## config.mk

```make
export PLATFORM = sky130hd
export DESIGN_NAME = hazard_ctrl
export DESIGN_NICKNAME = d
export VERILOG_FILES = /design/src/rtl/hazard_ctrl.sv
export SDC_FILE = /design/constraint.sdc
export NUM_CORES = 1
export LEC_CHECK = 0
export BUFFER_PORTS_ARGS = -buffer_cell sky130_fd_sc_hd__buf_2
export CORE_MARGIN = 1.5
export CORE_UTILIZATION = 30
export DETAILED_ROUTE_END_ITERATION = 16
export PLACE_DENSITY = 0.74
export SLEW_MARGIN = 15
export SYNTH_ARGS = -nofsm -noshare
export SYNTH_HDL_FRONTEND = slang
export SYNTH_SLANG_ARGS = --single-unit
```

## constraint.sdc

```tcl
create_clock -name CLK -period 1.8 [get_ports CLK]
set_input_delay 0.27 -clock CLK [delete_from_list [all_inputs] [get_ports CLK]]
set_output_delay 0.27 -clock CLK [all_outputs]
set_load 0.1 [all_outputs]
```

## src/rtl/hazard_ctrl.sv

```systemverilog
// Hazard controller at the ID/EX boundary of the 5-stage OTTER pipeline: load-use bubbles,
// redirect flushes (including IMEM latency) and memory-wait freezes. HAZARD_PERF_EN adds perf counters.
module hazard_ctrl #(
   parameter int unsigned FLUSH_CYCLES = 1,
   parameter int unsigned CNT_W        = 32
) (
   input  logic             CLK,
   input  logic             RST_N,
   input  logic [4:0]       IF_ID_RS1,
   input  logic [4:0]       IF_ID_RS2,
   input  logic             IF_ID_useRS1,
   input  logic             IF_ID_useRS2,
   input  logic [4:0]       ID_EX_RD,
   input  logic             ID_EX_memRead,
   input  logic             EX_branchTaken,
   input  logic             MEM_dmemBusy,
   output logic             PC_write,
   output logic             IF_ID_write,
   output logic             ID_EX_write,
   output logic             EX_MEM_write,
   output logic             IF_ID_flush,
   output logic             ID_EX_flush,
   output logic [CNT_W-1:0] loadStallCnt,
   output logic [CNT_W-1:0] flushCnt,
   output logic [CNT_W-1:0] memWaitCnt
);

   typedef enum logic {RUN, FLUSH} state_t;

   localparam logic [1:0] FLUSH_LOAD = 2'(FLUSH_CYCLES);

   state_t     r_state, w_state_nxt;
   logic [1:0] r_flushLeft, w_flushLeft_nxt;

   logic w_hazard;
   logic w_memWait, w_redirect, w_flushState, w_loadUse;

   assign w_hazard = ID_EX_memRead && (ID_EX_RD != 5'd0) &&
                     ((IF_ID_useRS1 && (IF_ID_RS1 == ID_EX_RD)) ||
                      (IF_ID_useRS2 && (IF_ID_RS2 == ID_EX_RD)));

   // Priority chain: memory wait > redirect > flush state > load-use.
   assign w_memWait    = MEM_dmemBusy;
   assign w_redirect   = !MEM_dmemBusy && EX_branchTaken;
   assign w_flushState = !MEM_dmemBusy && !EX_branchTaken && (r_state == FLUSH);
   assign w_loadUse    = !MEM_dmemBusy && !EX_branchTaken && (r_state == RUN) && w_hazard;

   always_ff @(posedge CLK or negedge RST_N) begin
      if (!RST_N) begin
         r_state     <= RUN;
         r_flushLeft <= 2'd0;
      end else begin
         r_state     <= w_state_nxt;
         r_flushLeft <= w_flushLeft_nxt;
      end
   end

   always_comb begin
      w_state_nxt     = r_state;
      w_flushLeft_nxt = r_flushLeft;
      PC_write        = 1'b1;
      IF_ID_write     = 1'b1;
      ID_EX_write     = 1'b1;
      EX_MEM_write    = 1'b1;
      IF_ID_flush     = 1'b0;
      ID_EX_flush     = 1'b0;
      if (!RST_N) begin
         PC_write     = 1'b0;
         IF_ID_write  = 1'b0;
         ID_EX_write  = 1'b0;
         EX_MEM_write = 1'b0;
         IF_ID_flush  = 1'b1;
         ID_EX_flush  = 1'b1;
      end else if (w_memWait) begin
         PC_write     = 1'b0;
         IF_ID_write  = 1'b0;
         ID_EX_write  = 1'b0;
         EX_MEM_write = 1'b0;
      end else if (w_redirect) begin
         IF_ID_flush = 1'b1;
         ID_EX_flush = 1'b1;
         if (FLUSH_CYCLES > 0) begin
            w_state_nxt     = FLUSH;
            w_flushLeft_nxt = FLUSH_LOAD;
         end else begin
            w_state_nxt     = RUN;
            w_flushLeft_nxt = 2'd0;
         end
      end else if (w_flushState) begin
         IF_ID_flush     = 1'b1;
         w_flushLeft_nxt = r_flushLeft - 2'd1;
         if (r_flushLeft <= 2'd1) begin
            w_state_nxt     = RUN;
            w_flushLeft_nxt = 2'd0;
         end
      end else if (w_loadUse) begin
         PC_write    = 1'b0;
         IF_ID_write = 1'b0;
         ID_EX_flush = 1'b1;
      end
   end

`ifdef HAZARD_PERF_EN
   logic [CNT_W-1:0] r_loadStallCnt, r_flushCnt, r_memWaitCnt;

   always_ff @(posedge CLK or negedge RST_N) begin
      if (!RST_N) begin
         r_loadStallCnt <= '0;
         r_flushCnt     <= '0;
         r_memWaitCnt   <= '0;
      end else begin
         if (w_loadUse && (r_loadStallCnt != '1))
            r_loadStallCnt <= r_loadStallCnt + CNT_W'(1);
         if ((w_redirect || w_flushState) && (r_flushCnt != '1))
            r_flushCnt <= r_flushCnt + CNT_W'(1);
         if (w_memWait && (r_memWaitCnt != '1))
            r_memWaitCnt <= r_memWaitCnt + CNT_W'(1);
      end
   end

   assign loadStallCnt = r_loadStallCnt;
   assign flushCnt     = r_flushCnt;
   assign memWaitCnt   = r_memWaitCnt;
`else
   assign loadStallCnt = '0;
   assign flushCnt     = '0;
   assign memWaitCnt   = '0;
`endif

endmodule

```

Word-level counts from Yosys, hierarchy flattened:

Index checks and enable logic that the tools add are counted.
Widths: inputs -> output; s select.

* bits in registers: 3
* output and inout port bits: 102
* logic and storage cells: 47

* magnitude comparators: 1
* add/sub/neg operators: 1
* mux-type cells: 22
* bitwise logic cells: 2
* eq/ne operators: 2
* reductions and logical operators: 17

Operators by type and width (number)
* $mux 1: 19
* $eq 5x5->1: 2
* $logic_and 1x1->1: 9
* $mux 2: 3
* $reduce_bool 5->1: 1
* $reduce_and 4->1: 1
* $reduce_bool 2->1: 2
* $reduce_and 3->1: 1
* $le 2x1->1 const B: 1
* $logic_not 1->1: 2
* $not 1->1: 2
* $sub 2x1->2 const B: 1
* $logic_or 1x1->1: 1

Longest topological paths before layout:

* word-level depth: 10
* gate-level depth with buffers: 6

Worst setup path before layout:

No wires, ideal clock.

* path kind: input to output
* start point: input ID_EX_RD[3]
* end point: output ID_EX_flush
* stages: 4
* data arrival time: 2.396 ns
* path slack: -0.866 ns
* path through: xor2_1 nor4_1 a32oi_1 o221ai_1

* word-level cells in the longest chain between the ends: 10

Ends and longest elaborated chain
* start: declaration: line 13 `input logic [4:0] ID_EX_RD,`
* $eq 5x5->1 (on tied branches): line 39, 40
* $logic_and 1x1->1 (on tied branches): line 39, 40
* $logic_or 1x1->1: line 39 `((IF_ID_useRS1 && (IF_ID_RS1 == ID_EX_RD)) ||`
* $logic_and 1x1->1 (*): line 38 `assign w_hazard = ID_EX_memRead && (ID_EX_RD != 5'd0) &&`
* $logic_and 1x1->1 (*): line 46 `assign w_loadUse = !MEM_dmemBusy && !EX_branchTaken && (r_state == RUN) && w_hazard;`
* $mux 1 (*): line 96 `end else if (w_loadUse) begin`
* $mux 1 (*): line 89 `end else if (w_flushState) begin`
* $mux 1 (*): line 79 `end else if (w_redirect) begin`
* $mux 1 (*): line 74 `end else if (w_memWait) begin`
* $mux 1 (*): line 67 `if (!RST_N) begin`
* end: declaration: line 22 `output logic ID_EX_flush,`

Mark *: on every way between the ends. The rest lies on a longest branch, timed or not.

Worst setup path in the final report:

* start point: input ID_EX_RD[4]
* end point: output PC_write

* word-level cells in the longest chain between the ends: 10

Ends and longest elaborated chain
* $eq 5x5->1 (on tied branches): line 39, 40
* $logic_and 1x1->1 (on tied branches): line 39, 40
* $logic_or 1x1->1: line 39
* $logic_and 1x1->1 (*): line 38
* $logic_and 1x1->1 (*): line 46
* $mux 1 (*): line 96
* $mux 1 (*): line 89
* $mux 1 (*): line 79
* $mux 1 (*): line 74
* $mux 1 (*): line 67
* end: declaration: line 17 `output logic PC_write,`

Marked as above.

==> impl_metrics.csv <==
group,metric,value,unit
grt,grt_pass1_wl,1640,µm
synth,synth_area,0.00104,mm²
clock_tree,path_clk_slew,0.04,ns
drt,via_count,633,
critical_path,crit_arrival,1.53,ns
synth,avgSynthCellArea,7.71,µm²
power,seq_power_share,6.4,%
critical_path,cp_cell_sequence,"buf_6 -> or4_4 -> o2111ai_4 -> o21a_4 -> buf_12",
timing,hold_violations,0,
critical_path,start_kind,"input port",
clock_tree,cts_made_buffers,3,
timing,slew_viol_final,0,
grt,grt_pass1_vias,404,
drt,wl_per_cell,6.51,µm
power,p_clk_share,9.8,%
timing,rsz0062_at_grt,"true",
grt,track_usage,5.95,%
synth,ys_seq_elements,3,
layout,area_delta_synth_final,-0.961,%
critical_path,crit_required,1.53,ns
synth,ys_seq_area_share,7.21,%
synth,synth.distinct_cells,21,
floorplan,coreArea,0.00334,mm²
synth,yosys_warnings,0,
timing,fin_ws,0.00402,ns
grt,antenna_found_initial,0,
placement,place_area,928,µm²
floorplan,initial_core_util,31.2,%
floorplan,dieArea,0.00383,mm²
floorplan,die_h,61.9,µm
drt,wirelength,1370,µm
drt,drtIter0Drc,4,
floorplan,core.rowCount,21,
timing,finalCritPeriodShare,99.8,%
timing,period_minus_slack,1.80,ns
layout,antenna_cells,0,
placement,place.gp.congestion,0.621,
power,ir_drop,0.000367,V
clock_tree,cts_sinks,3,
placement,dp_cells,205,
timing,fmax,557,MHz
critical_path,cp_slowest_cell,"or4_4",
floorplan,die_w,61.9,µm
grt,grt-ovfl-total,0,
power,power.switching,0.00103,W
floorplan,num_io_pins,124,
clock_tree,insertion_delay,0.24,ns
power,p_int,0.000228,W
layout,stdcell_count,210,
critical_path,worstSetupPathType,"in -> out",
timing,tns,0,ns
grt,grt_max_degree,6,
clock_tree,cts_root_buf,"clkbuf_4",
critical_path,cpPeakStageDelay,0.54,ns
drt,drt_pass1_iterations,3,
placement,io_buffer_count,27,
run,maxCapViolCount,0,
power,leakage,0.597,nW
layout,nFillCells,363,
timing,whs,0.357,ns
clock_tree,htreeDepth,1,
clock_tree,cts_tree,"done",
power,power.density,1220,mW/mm²
critical_path,crit_family,"simple AND/OR/NAND/NOR gates",
min_path,hold_path_class,"in -> reg",
timing,setup_viol,0,
drt,ant_nets,0,
outcome,status,"finished, final reports clean",
critical_path,path_max_fanout,3,
critical_path,path_buf_inv,2,
placement,pre_cts_slack,-0.0965,ns
timing,clock-skew-final,0.00197,ns
clock_tree,postCtsSetupBuffers,0,
drt,avgViaCountPerCell,3.01,
power,p_comb_share,83.8,%
layout,drive_above_1_share,25.0,%
power,swShare,81.8,%
clock_tree,cts.path.max_buffers,2,
layout,finalInstanceArea,0.00103,mm²
critical_path,endpoint_kind,"output port",
layout,nets,187,
drt,drc,0,
placement,post-dp-hpwl,1220,µm
synth,synth_cells,135,
-- kinds of logic (layout without fill, tap and decap cells) --
logic type | count (synthesis) | in the layout | synth area share, %
compound gates | 10 | 10 | 6.73
xor+xnor | 10 | 10 | 8.41
buf+inv | 101 | 35 | 71.8
flops | 3 | 3 | 7.21
other cells | 1 | 96 | 0.360
simple gates | 10 | 10 | 5.53
-- synth_stat cells, drive strengths merged --
cell type / number / area, µm²
and2: 2 / 12.5
a32oi: 1 / 8.76
o21a: 1 / 7.51
inv: 3 / 11.3
o21ai: 5 / 25.0
or4: 1 / 11.3
xor2: 8 / 70.1
xnor2: 2 / 17.5
buf: 98 / 736
nor2b: 1 / 6.26
o221ai: 1 / 8.76
nor2: 1 / 3.75
conb: 1 / 3.75
dfrtp: 3 / 75.1
a21oi: 1 / 5.00
o2111ai: 1 / 15.0
nor4: 2 / 12.5
nand2: 3 / 11.3
-- layout by cell type (no fill, tap or decap), types with 2 or more instances in the layout --
cell	n
conb_1	96
buf_2	20
xor2_1	7
buf_6	4
nand2_1	3
o21ai_0	3
clkbuf_4	3
buf_12	3
dfrtp_1	3
inv_1	2
nor4_2	2
xnor2_1	2
-- cell type report --
type	count	area [µm²]	share of cell area (%)
repair buffers	28	215	20.9
multi-input cells	126	646	62.6
inverters	3	11.3	1.09
flip-flops and latches	3	75.1	7.28
clock buffers	4	26.3	2.55
well taps	46	57.6	5.58
-- final timing paths --
| kind | startpoint | endpoint | slack (ns) | cells past startpoint |
|---|---|---|---|---|
| max | ID_EX_RD[4] | PC_write | 0.004 | 5 |
| min | EX_branchTaken | r_flushLeft[0] | 0.36 | 3 |
| max reg2reg | r_state | r_flushLeft[1] | 0.89 | 3 |
| min reg2reg | r_flushLeft[0] | r_flushLeft[0] | 0.49 | 2 |
| max in group asynchronous | RST_N | r_flushLeft[1] | 1.20 | 2 |
| min in group asynchronous | RST_N | r_state | 0.46 | 2 |
-- tightest hold or removal path: cells and delay by family --
family,cells,cell delay [ns]
AO/OA/AOI/OAI,2,0.16
buffers and inverters,1,0.12
-- layer usage --
metal	up-vias	global-route usage (%)	wire, µm
li1	287	-	-
met5	-	0	0
met4	0	3.65	15
met3	2	0.828	180
met2	68	10.1	701
met1	276	7.09	469
-- through the flow --
step                      total power (W)  utilization, %
after floorplan                   0.00122               -
after global placement            0.00111            27.8
after detailed placement          0.00111            27.8
after CTS                         0.00125            30.0
after global routing              0.00130            30.9
final                             0.00125            30.9
-- power groups by stage --
stage	logic (W)	clock network [W]	registers, W
2_1_floorplan	0.00114	0	0.0000797
3_3_place_gp	0.00103	0	0.0000801
3_5_place_dp	0.00103	0	0.0000803
4_1_cts	0.00104	0.000128	0.0000794
5_1_grt	0.00108	0.000136	0.0000804
6_report	0.00105	0.000123	0.0000801
-- sequential cells by signal, summed over array words and instances, names as in the netlist --
| register | flops |
|---|---|
| r_flushLeft | 2 |
| r_state | 1 |
-- what timing repair did --
item	in CTS	in global routing
hold endpoints to repair	3	0
hold buffers	1	0
pin swaps	5	6
setup endpoints to repair	3	3
gates resized for setup	7	7
(Power assumes the default switching activity.)
